## src/rtl/bip_control.sv

```systemverilog
// Multi-cycle instruction sequencer for the accumulator processor.
// Fetch/decode/memory-read/execute FSM with Moore-decoded datapath controls and debug counters.
module bip_control #(
    parameter int unsigned OPCODE_W = 5,
    parameter int unsigned CNT_W    = 32
) (
    input  logic                clk,
    input  logic                reset,
    input  logic                start,
    input  logic                step_mode,
    input  logic [OPCODE_W-1:0] opcode,
    output logic                rd_rom,
    output logic                wr_pc,
    output logic                wr_acc,
    output logic [1:0]          sel_a,
    output logic                sel_b,
    output logic                alu_op,
    output logic                rd_ram,
    output logic                wr_ram,
    output logic                busy,
    output logic                halted,
    output logic [CNT_W-1:0]    cycle_count,
    output logic [CNT_W-1:0]    instr_count
);

    typedef enum logic [2:0] {
        StIdle,
        StFetch,
        StDecode,
        StMemrd,
        StExec,
        StHalt
    } state_e;

    localparam logic [OPCODE_W-1:0] OpHlt  = OPCODE_W'(0);
    localparam logic [OPCODE_W-1:0] OpSto  = OPCODE_W'(1);
    localparam logic [OPCODE_W-1:0] OpLd   = OPCODE_W'(2);
    localparam logic [OPCODE_W-1:0] OpLdi  = OPCODE_W'(3);
    localparam logic [OPCODE_W-1:0] OpAdd  = OPCODE_W'(4);
    localparam logic [OPCODE_W-1:0] OpAddi = OPCODE_W'(5);
    localparam logic [OPCODE_W-1:0] OpSub  = OPCODE_W'(6);
    localparam logic [OPCODE_W-1:0] OpSubi = OPCODE_W'(7);

    state_e              state_q, state_d;
    logic [OPCODE_W-1:0] ir_q, ir_d;
    logic [CNT_W-1:0]    cycle_count_q, cycle_count_d;
    logic [CNT_W-1:0]    instr_count_q, instr_count_d;
    logic                needs_memrd;
    logic                is_busy;

    assign needs_memrd = (opcode == OpLd) || (opcode == OpAdd) || (opcode == OpSub);
    assign is_busy     = (state_q == StFetch) || (state_q == StDecode) ||
                         (state_q == StMemrd) || (state_q == StExec);

    always_ff @(posedge clk or negedge reset) begin
        if (!reset) begin
            state_q       <= StIdle;
            ir_q          <= '0;
            cycle_count_q <= '0;
            instr_count_q <= '0;
        end else begin
            state_q       <= state_d;
            ir_q          <= ir_d;
            cycle_count_q <= cycle_count_d;
            instr_count_q <= instr_count_d;
        end
    end

    always_comb begin
        state_d = state_q;
        ir_d    = ir_q;
        unique case (state_q)
            StIdle:   if (start) state_d = StFetch;
            StFetch:  state_d = StDecode;
            StDecode: begin
                ir_d = opcode;
                if (opcode == OpHlt) begin
                    state_d = StHalt;
                end else if (needs_memrd) begin
                    state_d = StMemrd;
                end else begin
                    state_d = StExec;
                end
            end
            StMemrd:  state_d = StExec;
            StExec:   state_d = step_mode ? StIdle : StFetch;
            StHalt:   state_d = StHalt;
            default:  state_d = StIdle;
        endcase
    end

    // An HLT retires at decode since it never reaches EXEC.
    always_comb begin
        cycle_count_d = cycle_count_q;
        instr_count_d = instr_count_q;
        if (is_busy) begin
            cycle_count_d = cycle_count_q + CNT_W'(1);
        end
        if ((state_q == StExec) || ((state_q == StDecode) && (opcode == OpHlt))) begin
            instr_count_d = instr_count_q + CNT_W'(1);
        end
    end

    always_comb begin
        rd_rom = 1'b0;
        wr_pc  = 1'b0;
        wr_acc = 1'b0;
        sel_a  = 2'b00;
        sel_b  = 1'b0;
        alu_op = 1'b0;
        rd_ram = 1'b0;
        wr_ram = 1'b0;
        busy   = is_busy;
        halted = (state_q == StHalt);
        if (state_q == StFetch) begin
            rd_rom = 1'b1;
        end
        if (state_q == StMemrd) begin
            rd_ram = 1'b1;
        end
        if (state_q == StExec) begin
            wr_pc = 1'b1;
            case (ir_q)
                OpSto: wr_ram = 1'b1;
                OpLd: begin
                    wr_acc = 1'b1;
                    rd_ram = 1'b1;
                end
                OpLdi: begin
                    wr_acc = 1'b1;
                    sel_a  = 2'b01;
                end
                OpAdd, OpSub: begin
                    wr_acc = 1'b1;
                    sel_a  = 2'b10;
                    rd_ram = 1'b1;
                    alu_op = (ir_q == OpSub);
                end
                OpAddi, OpSubi: begin
                    wr_acc = 1'b1;
                    sel_a  = 2'b10;
                    sel_b  = 1'b1;
                    alu_op = (ir_q == OpSubi);
                end
                default: ;
            endcase
        end
    end

    assign cycle_count = cycle_count_q;
    assign instr_count = instr_count_q;

endmodule

```

## config.mk

```make
export PLATFORM = sky130hd
export DESIGN_NAME = bip_control
export DESIGN_NICKNAME = d
export VERILOG_FILES = /design/src/rtl/bip_control.sv
export SDC_FILE = /design/constraint.sdc
export NUM_CORES = 1
export LEC_CHECK = 0
export CORE_MARGIN = 4
export CORE_UTILIZATION = 53
export DETAILED_ROUTE_END_ITERATION = 8
export PLACE_DENSITY = 0.89
export SLEW_MARGIN = 20
export SYNTH_ARGS = -nofsm -noshare
export SYNTH_HDL_FRONTEND = slang
export SYNTH_SLANG_ARGS = --single-unit
```

## constraint.sdc

```tcl
create_clock -name clk -period 4.9 [get_ports clk]
set_input_delay 0.98 -clock clk [delete_from_list [all_inputs] [get_ports clk]]
set_output_delay 0.98 -clock clk [all_outputs]
set_load 0.01 [all_outputs]
```

==> reports/metrics.yaml, run 1 <==
drt:
  num_vias: 2529
  drt_iter0_drc: 79
  drc: 0
  vias_per_cell: 5.45
  dr.pass1.iters: 4
  wl_mm: 7.00
  avgRoutedWirePerCell_um: 15.1
  antenna_left: 0
worst_setup_path:
  crit_buf_inv: 2
  cp.arrival_ps: 2680
  slowest_stage: "clkdlybuf4s50_1"
  path_delay_family: "simple AND/OR/NAND/NOR gates"
  required_ps: 3920
  end_kind: "primary output"
  path_max_fanout: 7
  crit_top_cell: "nor3b_1"
  cpPeakStageDelay_ps: 560
  cp_cell_sequence: "inv_1 -> nor3_1 -> nor3b_1 -> nand2_1 -> nor3b_1 -> clkdlybuf4s50_1"
  start_kind: "flip-flop"
  worstSetupPathType: "reg2out"
clock_network:
  h-tree-depth: 3
  insertion_delay_ps: 330
  cts.path.max_buffers: 2
  cts_resized: 0
  cts_tree: "yes"
  root_buffer: "clkbuf_8"
  clk_pin_slew_ps: 70
  cts_setup_buffers: 0
  numCtsBuffers: 9
  hold_buffers: 0
  cts.sink_count: 72
layout:
  final_util: 0.740
  nets: 396
  antenna_cells: 0
  syn_to_final_growth_pct: 33.8
  nFillCells: 418
  fin_area_sq_um: 4430
  drive_above_1_share: 0.0720
min_path:
  hold_class: "reg2reg"
logic_synthesis:
  syn_avg_cell_area_sq_um: 11.2
  synth_xor_area_frac: 0.164
  syn-num-nets: 307
  yosysSeqAreaShare: 0.544
  synth_compound_area_frac: 0.0264
  synth.distinct_cells: 35
  synthSimpleGateAreaFrac: 0.221
  synth_fa_ha_area_frac: 0.00756
  netlist_instances: 296
  synth_top_family_by_area: "simple AND/OR/NAND/NOR gates"
  synth_seq_cells: 72
  synth_mux_area_frac: 0.0204
  synth_top_flop_cell: "dfrtp_1"
  synth_area_sq_um: 3310
  synth_edf_count: 0
  synth-async-reset-ratio: 1.00
  yosys_warnings: 0
global_route:
  overflow: 0
  grt_pass1_vias: 2536
  grt_pass1_wl_mm: 11.9
  antenna_found_initial: 0
  grt_max_degree: 45
  grt_usage: 0.201
placement:
  port_buffers: 83
  place_hpwl_mm: 5.31
  dpl_cell_area_sq_um: 4210
  gp_congestion: 0.821
floorplanning:
  num_rows: 28
  start_util: 0.553
  fp.dieW_um: 87.1
  die_h_um: 87.1
  pin_count: 84
  die-area_sq_um: 7580
  core_region_area_sq_um: 5990
sta:
  rsz0062_at_grt: "false"
  hold_viol: 0
  setup_tns_ps: 0
  min_period_ps: 3660
  skew_ps: 9.78
  finalSetupViolCount: 0
  hold_ws_ps: 466
  relSlewSlack: 0.366
  maxSlewViolCount: 0
  fin_crit_sh: 0.747
  max_slew.worst_pin.slew_ps: 951
  timing.fmax_mhz: 273
outcome:
  status: "finished clean"
power:
  cellPowerDensity_nw_per_um2: 385
  total_power_w: 0.00171
  p_leak_nw: 1.90
  irDropWorstVdd_uv: 338
run:
  drv_cap: 0
==> layout by cell type, fill, tap and decap left out, drive strengths merged, types with 2 or more instances in the layout <==
| cell type | n |
|---|---|
| ha | 2 |
| xor2 | 21 |
| and4 | 4 |
| nand2 | 20 |
| buf | 2 |
| nor4 | 5 |
| nor3b | 3 |
| clkbuf | 12 |
| and3 | 11 |
| inv | 8 |
| nand3 | 26 |
| o21ai | 5 |
| mux2 | 6 |
| and2 | 6 |
| xnor2 | 41 |
| nand4 | 18 |
| nor2 | 15 |
| nor3 | 15 |
| nand2b | 2 |
| bufinv | 2 |
| clkdlybuf4s50 | 82 |
| dfrtp | 72 |
==> cell families (layout without fill, tap and decap cells) <==
logic type / after synthesis / in the layout
muxes: 6 / 6
buffers and inverters: 14 / 107
AOI/OAI and AO/OA: 11 / 11
DFF: 72 / 72
adders and majority gates: 2 / 2
and+or+nand+nor: 129 / 129
xor gates and xnor gates: 62 / 62
==> per-stage QoR <==
step,setup WS [ps],instances
final,1240,464
after global routing,1020,464
after CTS,1240,464
after global placement,1770,449
after detailed placement,1620,449
after floorplan,2160,296
==> sequential cells by signal (all words and copies together), names as in the netlist <==
register and count:
cycle_count 32, ir_q 5, state_q 3, instr_count 32
==> path summary, 6_finish.rpt <==
check / startpoint / to / slack, ps / cells past startpoint
min: cycle_count[31]$_DFFE_PN0P_ / cycle_count[31]$_DFFE_PN0P_ / 470 / 1
min in group asynchronous: reset / cycle_count[4]$_DFFE_PN0P_ / 800 / 1
max: state_q[2]$_DFFE_PN0P_ / sel_a[0] / 1240 / 6
max in group asynchronous: reset / instr_count[30]$_DFFE_PN0P_ / 3180 / 2
min reg2reg: cycle_count[31]$_DFFE_PN0P_ / cycle_count[31]$_DFFE_PN0P_ / 470 / 1
max reg2reg: state_q[2]$_DFFE_PN0P_ / instr_count[19]$_DFFE_PN0P_ / 2680 / 5
==> power breakdown <==
| part | leakage (nW) | switching, W | internal [W] |
|---|---|---|---|
| Sequential | 0.972 | 0.000106 | 0.000674 |
| Clock | 0.112 | 0.000205 | 0.000311 |
| Combinational | 0.819 | 0.000189 | 0.000223 |
| Total | 1.90 | 0.000500 | 0.00121 |
==> cell type report <==
| class | instances | area, sq um | area share |
|---|---|---|---|
| clock buffer | 12 | 155 | 0.0350 |
| tap | 75 | 93.8 | 0.0212 |
| inverter | 8 | 30.0 | 0.00677 |
| clock inverter | 3 | 65.1 | 0.0147 |
| multi-input combinational | 210 | 1450 | 0.328 |
| timing repair buffer | 84 | 833 | 0.188 |
| sequential | 72 | 1800 | 0.406 |
==> synth_stat cells, types with 6 or more instances <==
master   number  share of area
inv_1         8         0.0091
nand3_1      26          0.039
nand4_1      18          0.034
nor2_1       15          0.017
nor3_1       15          0.023
dfrtp_1      72           0.54
mux2_2        6          0.020
xnor2_1      41           0.11
xor2_1       21          0.056
nand2_1      20          0.023
and3_1       11          0.021
and2_1        6          0.011
==> layer usage <==
metal	share of wire	up-vias	track usage
li1	-	1211	-
met3	0.050	9	0.0416
met4	0.016	0	0.0694
met1	0.44	1233	0.264
met2	0.50	76	0.331
met5	0	-	0
(Power assumes the default switching activity.)
==> run 2, diff against run 1 <==
Settings changed: CORE_UTILIZATION 53 to 49, PLACE_DENSITY 0.89 to 0.84.
Clock period 4.9 ns to 3.6 ns, I/O delays scaled along.
==> run 2 against run 1 <==
Routed wire length grew 2.8%. Core utilization shrank 5.1 points. Worst hold slack lost 93 ps. Via count grew 0.79%. Clock-buffer cell count shrank 2. Power grew 36%. Sequential power grew 36%.
==> reports/metrics.yaml, run 2 (same netlist as run 1, synthesis figures left out) <==
floorplanning:
  num_rows: 29  # +3.6%
  die_h_um: 90.2  # +3.6%
  die-area_sq_um: 8140  # +7.4%
  core_region_area_sq_um: 6460  # +7.8%
  start_util: 0.513  # -0.0401
  fp.dieW_um: 90.2  # +3.6%
  pin_count: 84  # unchanged
worst_setup_path:
  cp.arrival_ps: 2480  # -200 ps
  cp_cell_sequence: "inv_1 -> nor3_1 -> nor3b_2 -> nand2_1 -> nor3_1 -> clkdlybuf4s50_1"
  slowest_stage: "clkdlybuf4s50_1"
  cpPeakStageDelay_ps: 580  # +20 ps
  crit_top_cell: "nor3_1"
  path_max_fanout: 7  # unchanged
  required_ps: 2880  # -1040 ps
  worstSetupPathType: "reg2out"
  start_kind: "flip-flop"
  crit_buf_inv: 2  # unchanged
  end_kind: "primary output"
  path_delay_family: "simple AND/OR/NAND/NOR gates"
power:
  p_leak_nw: 1.91  # +0.15%
  irDropWorstVdd_uv: 375  # +11%
  cellPowerDensity_nw_per_um2: 523  # +36%
drt:
  dr.pass1.iters: 4  # unchanged
  drt_iter0_drc: 95  # +20%
  num_vias: 2549  # +0.79%
  wl_mm: 7.20  # +2.8%
  vias_per_cell: 5.46  # +0.14%
  antenna_left: 0  # unchanged
  drc: 0  # unchanged
  avgRoutedWirePerCell_um: 15.4  # +2.2%
clock_network:
  cts_tree: "yes"
  clk_pin_slew_ps: 80  # about the same
  cts.path.max_buffers: 2  # unchanged
  h-tree-depth: 3  # unchanged
  hold_buffers: 0  # unchanged
  numCtsBuffers: 9  # unchanged
  cts.sink_count: 72  # unchanged
  insertion_delay_ps: 340  # about the same
  root_buffer: "clkbuf_8"
placement:
  dpl_cell_area_sq_um: 4220  # +0.24%
  port_buffers: 83  # unchanged
  gp_congestion: 0.816  # -0.57%
  place_hpwl_mm: 5.32  # +0.30%
global_route:
  grt_pass1_vias: 2616  # +3.2%
  grt_pass1_wl_mm: 12.3  # +3.1%
  antenna_found_initial: 0  # unchanged
  grt_usage: 0.183  # -0.0179
  grt_max_degree: 46  # +2.2%
  overflow: 0  # unchanged
layout:
  nets: 397  # +0.25%
  layout_common_cells: "82 x clkdlybuf4s50_1, 72 x dfrtp_1, 41 x xnor2_1"
  syn_to_final_growth_pct: 34.3
  fin_area_sq_um: 4450  # +0.37%
  drive_above_1_share: 0.0795  # +0.00751
  antenna_cells: 0  # unchanged
  layout_commonest_cell: "clkdlybuf4s50_1"
sta:
  relSlewSlack: 0.626  # +0.260
  skew_ps: 9.89  # +0.106 ps
  fin_crit_sh: 0.889
  setup_tns_ps: 0  # unchanged
  min_period_ps: 3200
  max_slew.worst_pin.slew_ps: 561  # -390 ps
  hold_viol: 0  # unchanged
  timing.fmax_mhz: 313
  rsz0062_at_grt: "false"
  maxSlewViolCount: 0  # unchanged
  finalSetupViolCount: 0  # unchanged
min_path:
  hold_class: "in2async"
outcome:
  status: "finished clean"
run:
  drv_cap: 0  # unchanged
## run 2: cell types whose count changed in the layout (fill, tap and decap cells not counted), sizes merged
cell and change:
clkbuf -2, buf +1, clkinv +1, clkinvlp +1
## run 2: stage by stage
step	utilization	hold slack [ps]	setup WS [ps]	power, W	instances
3_3_place_gp	0.654	456	692	0.00162	452
5_1_grt	0.689	403	169	0.00245	467
6_report	0.689	373	400	0.00233	467
2_1_floorplan	-	424	1120	0.00137	296
3_5_place_dp	0.654	473	635	0.00164	452
4_1_cts	0.688	486	245	0.00234	467
## run 2: final cells by class
class                           count  area [sq um]
Clock inverter                      5          81.3
Multi-Input combinational cell    210          1460
Clock buffer                       10           138
Inverter                            8          30.0
Sequential cell                    72          1800
Timing Repair Buffer               85           843
Fill cell                         461          2010
Tap cell                           77          96.3
## run 2: worst paths after layout
path / cells after the start / from / slack (ps) / to
max in group asynchronous: 2 / reset / 2540 / instr_count[0]$_DFFE_PN0P_
worst min-delay path: 1 / reset / 370 / cycle_count[4]$_DFFE_PN0P_
worst min register to register: 1 / cycle_count[31]$_DFFE_PN0P_ / 480 / cycle_count[31]$_DFFE_PN0P_
worst max-delay path: 6 / state_q[2]$_DFFE_PN0P_ / 400 / wr_ram
worst max register to register: 5 / state_q[0]$_DFFE_PN0P_ / 1320 / cycle_count[29]$_DFFE_PN0P_
min in group clk: 1 / cycle_count[31]$_DFFE_PN0P_ / 480 / cycle_count[31]$_DFFE_PN0P_
## run 2: timing repair
action,in CTS,in global routing
gates resized for setup,0,1
endpoints found under the setup margin,0,2
setup buffers,0,0
## run 2: worst reg2reg max path, stage by stage, from the launching register on
cell and delay (ps):
dfrtp_1 480, o21ai_0 390, nand4_1 210, or4_1 690, nor3_1 270, xor2_1 170
## run 2: per-layer routing
layer	GRT usage	share of wire	vias to the layer above
met5	0	0	-
met4	0.0727	0.014	0
met2	0.295	0.49	71
met3	0.0476	0.048	13
li1	-	-	1205
met1	0.236	0.45	1260
## run 2: power by group
part	total (W)	internal (W)	switching (W)
clock	0.000699	0.000405	0.000294
sequential	0.00106	0.000918	0.000145
combinational	0.000566	0.000306	0.000259
total	0.00233	0.00163	0.000698
==> run 3, diff against run 2 <==
Settings changed: GPL_ROUTABILITY_DRIVEN set to 0, SKIP_CTS_REPAIR_TIMING set to 1.
==> results of run 3 <==
No change in the layout: final DEF, timing and power equal those of run 2.
